### src/rtl/qpi_psram_responder.sv
// rtl/qpi_psram_responder.sv - QPI PSRAM slave responder: SPI/QPI command decode, quad read and write to a byte memory
module qpi_psram_responder #(
  parameter int ADDR_W      = 23,
  parameter int WAIT_CYCLES = 6
) (
  input  logic              i_clk,
  input  logic              i_rst,
  input  logic              i_psram_csn,
  input  logic              i_psram_sclk,
  input  logic [3:0]        i_sio,
  output logic [3:0]        o_sio,
  output logic              o_sio_oe,
  output logic [ADDR_W-1:0] o_mem_addr,
  output logic              o_mem_re,
  input  logic [7:0]        i_mem_rdata,
  output logic              o_mem_we,
  output logic [7:0]        o_mem_wdata,
  output logic              o_qpi_mode,
  output logic [3:0]        o_state
);

  typedef enum logic [3:0] {
    S_IDLE    = 4'd0,
    S_SPI_CMD = 4'd1,
    S_QPI_CMD = 4'd2,
    S_ADDR    = 4'd3,
    S_WAIT    = 4'd4,
    S_RD_DATA = 4'd5,
    S_WR_DATA = 4'd6,
    S_IGNORE  = 4'd7
  } state_t;

  localparam logic [ADDR_W-1:0] ADDR_ONE = {{(ADDR_W-1){1'b0}}, 1'b1};
  localparam logic [3:0]        WAIT_LAST = 4'(WAIT_CYCLES - 1);

  state_t            r_state, w_state_n;
  logic              r_sclk_q;
  logic [3:0]        r_cnt, w_cnt_n;
  logic [7:0]        r_shift, w_shift_n;
  logic [ADDR_W-5:0] r_addr_sh, w_addr_sh_n;
  logic              r_is_read, w_is_read_n;
  logic              r_qpi, w_qpi_n;
  logic [3:0]        r_sio, w_sio_n;
  logic              r_oe, w_oe_n;
  logic              r_re, w_re_n;
  logic              r_we, w_we_n;
  logic [7:0]        r_wdata, w_wdata_n;
  logic [ADDR_W-1:0] r_mem_addr, w_addr_n;
  logic [7:0]        r_cur, w_cur_n;
  logic              r_re_q;
  logic [7:0]        r_pf;

  logic              w_rise, w_fall;
  logic [7:0]        w_spi_byte, w_nib_byte;
  logic [ADDR_W-1:0] w_addr_full;

  assign w_rise      = ~r_sclk_q & i_psram_sclk;
  assign w_fall      = r_sclk_q & ~i_psram_sclk;
  assign w_spi_byte  = {r_shift[6:0], i_sio[1]};
  assign w_nib_byte  = {r_shift[3:0], i_sio};
  assign w_addr_full = {r_addr_sh, i_sio};

  always_comb begin
    w_state_n   = r_state;
    w_cnt_n     = r_cnt;
    w_shift_n   = r_shift;
    w_addr_sh_n = r_addr_sh;
    w_is_read_n = r_is_read;
    w_qpi_n     = r_qpi;
    w_sio_n     = r_sio;
    w_oe_n      = r_oe;
    w_re_n      = 1'b0;
    w_we_n      = 1'b0;
    w_wdata_n   = r_wdata;
    w_addr_n    = r_mem_addr;
    w_cur_n     = r_cur;
    // Advance the address the cycle after a write so the strobe sees the target address.
    if (r_we) w_addr_n = r_mem_addr + ADDR_ONE;

    if (i_psram_csn) begin
      w_state_n = S_IDLE;
      w_cnt_n   = 4'd0;
      w_shift_n = 8'd0;
      w_oe_n    = 1'b0;
    end else begin
      case (r_state)
        S_IDLE: begin
          w_state_n = r_qpi ? S_QPI_CMD : S_SPI_CMD;
          w_cnt_n   = 4'd0;
        end
        S_SPI_CMD: if (w_rise) begin
          w_shift_n = w_spi_byte;
          w_cnt_n   = r_cnt + 4'd1;
          if (r_cnt == 4'd7) begin
            if (w_spi_byte == 8'h35) w_qpi_n = 1'b1;
            w_state_n = S_IGNORE;
            w_cnt_n   = 4'd0;
          end
        end
        S_QPI_CMD: if (w_rise) begin
          if (r_cnt == 4'd0) begin
            w_shift_n = {4'h0, i_sio};
            w_cnt_n   = 4'd1;
          end else begin
            w_cnt_n = 4'd0;
            case (w_nib_byte)
              8'hEB: begin w_state_n = S_ADDR; w_is_read_n = 1'b1; end
              8'h38: begin w_state_n = S_ADDR; w_is_read_n = 1'b0; end
              8'hF5: begin w_state_n = S_IGNORE; w_qpi_n = 1'b0; end
              default: w_state_n = S_IGNORE;
            endcase
          end
        end
        S_ADDR: if (w_rise) begin
          if (r_cnt == 4'd5) begin
            w_addr_n  = w_addr_full;
            w_cnt_n   = 4'd0;
            w_re_n    = r_is_read;
            w_state_n = r_is_read ? S_WAIT : S_WR_DATA;
          end else begin
            w_addr_sh_n = w_addr_full[ADDR_W-5:0];
            w_cnt_n     = r_cnt + 4'd1;
          end
        end
        S_WAIT: if (w_rise) begin
          if (r_cnt == WAIT_LAST) begin
            w_state_n = S_RD_DATA;
            w_cnt_n   = 4'd0;
          end else begin
            w_cnt_n = r_cnt + 4'd1;
          end
        end
        // The byte being shifted out is parked in r_cur so the prefetch can refill r_pf.
        S_RD_DATA: if (w_fall) begin
          w_oe_n = 1'b1;
          if (!r_cnt[0]) begin
            w_sio_n  = r_pf[7:4];
            w_cur_n  = r_pf;
            w_addr_n = r_mem_addr + ADDR_ONE;
            w_re_n   = 1'b1;
            w_cnt_n  = 4'd1;
          end else begin
            w_sio_n = r_cur[3:0];
            w_cnt_n = 4'd0;
          end
        end
        S_WR_DATA: if (w_rise) begin
          if (r_cnt == 4'd0) begin
            w_shift_n = {4'h0, i_sio};
            w_cnt_n   = 4'd1;
          end else begin
            w_we_n    = 1'b1;
            w_wdata_n = w_nib_byte;
            w_cnt_n   = 4'd0;
          end
        end
        S_IGNORE: w_oe_n = 1'b0;
        default: w_state_n = S_IDLE;
      endcase
    end
  end

  always_ff @(posedge i_clk) begin
    if (i_rst) begin
      r_state    <= S_IDLE;
      r_sclk_q   <= 1'b0;
      r_cnt      <= 4'd0;
      r_shift    <= 8'd0;
      r_addr_sh  <= '0;
      r_is_read  <= 1'b0;
      r_qpi      <= 1'b0;
      r_sio      <= 4'd0;
      r_oe       <= 1'b0;
      r_re       <= 1'b0;
      r_we       <= 1'b0;
      r_wdata    <= 8'd0;
      r_mem_addr <= '0;
      r_cur      <= 8'd0;
      r_re_q     <= 1'b0;
      r_pf       <= 8'd0;
    end else begin
      r_state    <= w_state_n;
      r_sclk_q   <= i_psram_sclk;
      r_cnt      <= w_cnt_n;
      r_shift    <= w_shift_n;
      r_addr_sh  <= w_addr_sh_n;
      r_is_read  <= w_is_read_n;
      r_qpi      <= w_qpi_n;
      r_sio      <= w_sio_n;
      r_oe       <= w_oe_n;
      r_re       <= w_re_n;
      r_we       <= w_we_n;
      r_wdata    <= w_wdata_n;
      r_mem_addr <= w_addr_n;
      r_cur      <= w_cur_n;
      r_re_q     <= r_re;
      if (r_re_q) r_pf <= i_mem_rdata;
    end
  end

  assign o_sio       = r_sio;
  assign o_sio_oe    = r_oe;
  assign o_mem_addr  = r_mem_addr;
  assign o_mem_re    = r_re;
  assign o_mem_we    = r_we;
  assign o_mem_wdata = r_wdata;
  assign o_qpi_mode  = r_qpi;
  assign o_state     = r_state;

endmodule

### config.mk
export PLATFORM = sky130hd
export DESIGN_NAME = qpi_psram_responder
export DESIGN_NICKNAME = d
export VERILOG_FILES = /design/src/rtl/qpi_psram_responder.sv
export SDC_FILE = /design/constraint.sdc
export NUM_CORES = 1
export LEC_CHECK = 0
export CORE_MARGIN = 8
export CORE_UTILIZATION = 55
export CTS_CLUSTER_DIAMETER = 50
export CTS_CLUSTER_SIZE = 25
export DETAILED_ROUTE_END_ITERATION = 8
export PLACE_DENSITY = 0.85
export SYNTH_ARGS = -nofsm -noshare
export SYNTH_HDL_FRONTEND = slang
export SYNTH_SLANG_ARGS = --single-unit
### constraint.sdc
create_clock -name i_clk -period 2.55 [get_ports i_clk]
set_clock_uncertainty 0.2 [all_clocks]
set_input_delay 0.51 -clock i_clk [delete_from_list [all_inputs] [get_ports i_clk]]
set_output_delay 0.51 -clock i_clk [all_outputs]
set_load 0.005 [all_outputs]
* Word level (Yosys, flattened, before mapping)
Cells that the tools add are included.
Cells by class: shift-type cells 0, add/subtract/negate cells 2, reductions and logical operators 23, magnitude comparators 0, eq/ne operators 27, muxes and demuxes 49, bitwise operators 11, $mul 0, div/mod/pow operators 0
Operator list (number):
- $mux 23 | 6
- $mux 4 | 15
- $pmux 23 s2 | 1
- $eq 4x3->1 const B | 6
- $pmux 4 s6 | 1
- $add 23x1->23 const B | 1
- $mux 7 | 3
- $ne 2x2->1 const B | 10
- $pmux 4 s5 | 1
- $eq 8x6->1 const B | 2
- $eq 8x8->1 const B | 2
- $reduce_and 4->1 | 4
- $mux 1 | 14
- $pmux 7 s2 | 1
- $reduce_and 5->1 | 2
- $not 1->1 | 9
- $reduce_and 9->1 | 1
- $eq 4x2->1 const B | 2
- $logic_not 4->1 | 2
- $ne 2x1->1 const B | 4
- $pmux 1 s2 | 4
- $reduce_and 8->1 | 1
- $reduce_bool 2->1 | 4
- $reduce_or 2->1 | 4
- other kinds (10) | 12
Storage, ports and cells: output and inout bits 43, memories 0, bits in read-only memories 0, bits in registers 88, RAM bits 0, latch bits 0, input port bits 16

* Longest topological paths before layout
depth after elaboration 6, depth in mapped cells 9, gate-level depth less buffers 8

* Worst setup path after synthesis
No wires, ideal clock.
kind input to register, start point in i_psram_csn, end point reg r_mem_addr[11] (netlist: o_mem_addr[11]), required time 2.267 ns, path slack 0.363 ns, stages 6, library setup time 0.083 ns, buffers on the path 2, data arrival time 1.904 ns, cells stage by stage buf_2 or2_2 clkbuf_1 nor4_1 nand2_1 o221ai_1
Between the ends: cells in the longest elaborated chain, start to end 1
Ends and longest elaborated chain:
- from (decl) | line 8 | input logic i_psram_csn,
- $mux 23 | line 80 | if (i_psram_csn) begin
- to (signal assigned) | line 194 | r_mem_addr <= w_addr_n;
- to (decl) | line 48 | logic [ADDR_W-1:0] r_mem_addr, w_addr_n;
No other way between the ends. A chain may end at the register's enable or synchronous reset.

* Worst setup path after layout
start point reg r_cnt[0], end point reg r_mem_addr[5] (netlist: o_mem_addr[5])
Between the ends: cells in the longest elaborated chain, start to end 5
Ends and longest elaborated chain:
- from (decl) | line 38 | logic [3:0] r_cnt, w_cnt_n;
- from (signal assigned) | line 184 | r_cnt <= w_cnt_n;
- $eq 4x3->1 | line 115 | if (r_cnt == 4'd5) begin
- $mux 23 | line 115
- $mux 23 | line 114 | S_ADDR: if (w_rise) begin
- $pmux 23 s2 (*) | line 86 | case (r_state)
- $mux 23 (*) | line 80
Mark *: on every way between the ends. The rest lies on a longest branch, timed or not.

==> results_dict.tcl <==
set metrics [dict create \
    status "completed" \
    area_growth_pct 23.6 \
    place_ws_ns -0.0382 \
    io_buffers 57 \
    synth_common_cells "dfxtp_1, nand2_1, nor2_1" \
    clk_pin_slew_ns 0.10 \
    antenna_left 0 \
    cp-end-kind "flip-flop" \
    ys_seq_area_share_pct 39.0 \
    nets 639 \
    htreeDepth 3 \
    maxCapViolations 0 \
    ir_drop_mv 0.282 \
    wl_met3_mm 1.24 \
    wl_met1_mm 5.52 \
    ios 59 \
    slew_headroom_pct 65.3 \
    post-route-drc-count 0 \
    clock_latency_ns 0.37 \
    vias_per_cell 6.12 \
    finalCritPeriodShare_pct 94.6 \
    maxSlewViolCount 0 \
    diodes 0 \
    grt_max_degree 49 \
    synth_top_area_share_pct 39.0 \
    drive_above_1_share_pct 11.1 \
    max_slew.worst_pin.slew_ns 0.519 \
    syn_inst 549 \
    start_util_pct 55.5 \
    yosysMostFrequentCell "dfxtp_1" \
    numCtsBuffers 9 \
    r2r_slack_ns 0.14 \
    setup-tns-final_ns 0 \
    clkSinkCount 87 \
    cellLeakagePower_nw 1.82 \
    worst_setup_path_start_kind "flip-flop" \
    root_buffer "clkbuf_8" \
    synthTopCellsByArea "dfxtp_1, nand2_1, mux2i_1" \
    grt_pass1_wl_mm 20.8 \
    cp_max_fo 8 \
    clock_path_buffers 2 \
    finalCoreUtilization_pct 68.6 \
    cpMaxStageDelayCell "dfxtp_2" \
    power_w 0.00254 \
    grt_pass1_vias 4232 \
    routabilityCongestion 0.932 \
    crit_arrival_ns 2.47 \
    die_area_um2 11300 \
    synth_edf_count 0 \
    core_area_um2 8050 \
    post-place-cells 713 \
    critPathRequiredTime_ns 2.61 \
    yosys_warnings 0 \
    crit_chain "ha_1 -> nand3b_1 -> o21ba_2 -> or2_2 -> a222oi_1 -> o21ai_0 -> and2_1" \
    rows 33 \
    vias 4459 \
    hold_violations 0 \
    highest_layer "met4" \
    first_pass_iters 6 \
    routed_wl_mm 12.8 \
    wl_per_cell_um 17.6 \
    critPathKind "reg -> reg" \
    cts_tree "built" \
    antenna_found_initial 0 \
    nFillCells 653 \
    die-width_um 106 \
    hpwl_mm 9.07 \
    yosysTopAreaCell "dfxtp_1" \
    max_stage_delay_ns 0.45 \
    min_path_type "in -> reg" \
    gr-total-overflow 0 \
    power.density_nw_per_um2 460 \
    finalSetupViolCount 0 \
    rsz0062_at_grt "yes" \
    async_flop_share_pct 0 \
    syn_avg_cell_area_um2 8.14 \
    finalNonFillerCells 729 \
    die_h_um 106 \
    grt_usage_pct 22.6 \
    timing.fmax_mhz 415 \
    synth.net_count 569 \
    synth_seq_cells 87 \
    syn-cell-area_um2 4470 \
    drtIter0Drc 451 \
    fin_ws_ns 0.138 \
    fin_crit_ns 2.41 \
    synthFlopType "dfxtp_1" \
    ys_types 60 \
    wl_met2_mm 5.73 \
]
[path summary, 6_finish.rpt]
| kind | from | end | depth (start not counted) |
|---|---|---|---|
| setup / recovery | r_cnt[0]$_SDFFE_PP0P_ | o_mem_addr[5]$_SDFF_PP0_ | 7 |
| hold / removal | i_rst | o_qpi_mode$_SDFFE_PP0P_ | 2 |
| setup reg to reg | r_cnt[0]$_SDFFE_PP0P_ | o_mem_addr[5]$_SDFF_PP0_ | 7 |
| hold reg to reg | r_addr_sh[15]$_SDFFE_PP0P_ | r_addr_sh[15]$_SDFFE_PP0P_ | 2 |
[critical path: cells and delay by family, from the launching register on]
kind / cells / cell delay (ns)
AND/OR/NAND/NOR: 3 / 0.76
AO/OA/AOI/OAI: 3 / 0.71
flip-flops: 1 / 0.45
adder cells (fa/ha/maj): 1 / 0.19
[kinds of logic after synthesis]
group | Yosys count | share of synthesized area (%)
and+or+nand+nor | 237 | 26.2
buffers and inverters | 44 | 4.20
muxes | 27 | 6.05
other | 1 | 0.0839
adders and majority gates | 4 | 1.12
DFF | 87 | 39.0
xor gates and xnor gates | 30 | 5.88
AOI/OAI and AO/OA | 119 | 17.5
[through the flow]
| step | hold WS (ns) | area (um^2) |
|---|---|---|
| detailed placement | 0.251 | 5320 |
| global placement | 0.244 | 5320 |
| CTS | 0.235 | 5520 |
| finish | 0.256 | 5520 |
| global route | 0.256 | 5520 |
| floorplan | 0.225 | 4470 |
[state kept, by name, indices dropped and copies added (netlist names), 3 cells and up]
signal and count:
r_pf 8, o_state 3, r_shift 7, r_cur 4
o_mem_addr 23, o_sio 4, r_cnt 4, r_addr_sh 19
o_mem_wdata 8
[report_power, final]
part           internal, W  switching, W
clock network     0.000381      0.000576
registers          0.00137     0.0000192
logic            0.0000874      0.000113
total              0.00183      0.000708
[layout by cell type (no fill, tap or decap), types with 5 or more instances in the layout]
| cell type | netlist | layout |
|---|---|---|
| nor4b_1 | 5 | 5 |
| nand4_1 | 8 | 8 |
| nor2_1 | 61 | 61 |
| xor2_1 | 17 | 17 |
| nand2b_1 | 8 | 8 |
| nor3_1 | 9 | 8 |
| clkdlybuf4s50_1 | 0 | 56 |
| xnor2_1 | 13 | 13 |
| a21oi_1 | 33 | 33 |
| inv_1 | 7 | 7 |
| o22ai_1 | 8 | 8 |
| clkbuf_8 | 0 | 9 |
| a31oi_1 | 6 | 6 |
| mux2i_1 | 27 | 27 |
| a211oi_1 | 5 | 5 |
| dfxtp_1 | 87 | 86 |
| o21ai_0 | 25 | 25 |
| nand3_1 | 17 | 17 |
| nand2_1 | 85 | 85 |
| nor2b_1 | 7 | 7 |
| a311oi_1 | 5 | 5 |
| a22oi_1 | 9 | 9 |
| buf_4 | 2 | 37 |
[per-layer routing]
layer | global-route usage [%] | vias up
li1 | - | 2083
met4 | 8.54 | 0
met2 | 35.0 | 248
met1 | 30.3 | 2086
met5 | 0 | -
met3 | 4.90 | 42
[what timing repair did]
| item | 4_1_cts | 5_1_grt |
|---|---|---|
| endpoints found under the setup margin | 0 | 7 |
| gates resized for setup | 0 | 2 |
| buffers inserted | 0 | 0 |
| hold buffers | 0 | 0 |
[area by class of cell]
class	instances	area [um^2]	area share, %
clock buffers	9	124	2.24
clock inverters	7	70.1	1.27
inverters	7	26.3	0.476
multi-input cells	418	2540	46.1
flip-flops and latches	87	1740	31.6
well taps	105	131	2.38
repair buffers	96	883	16.0
Power figures use the tool's default switching activity.
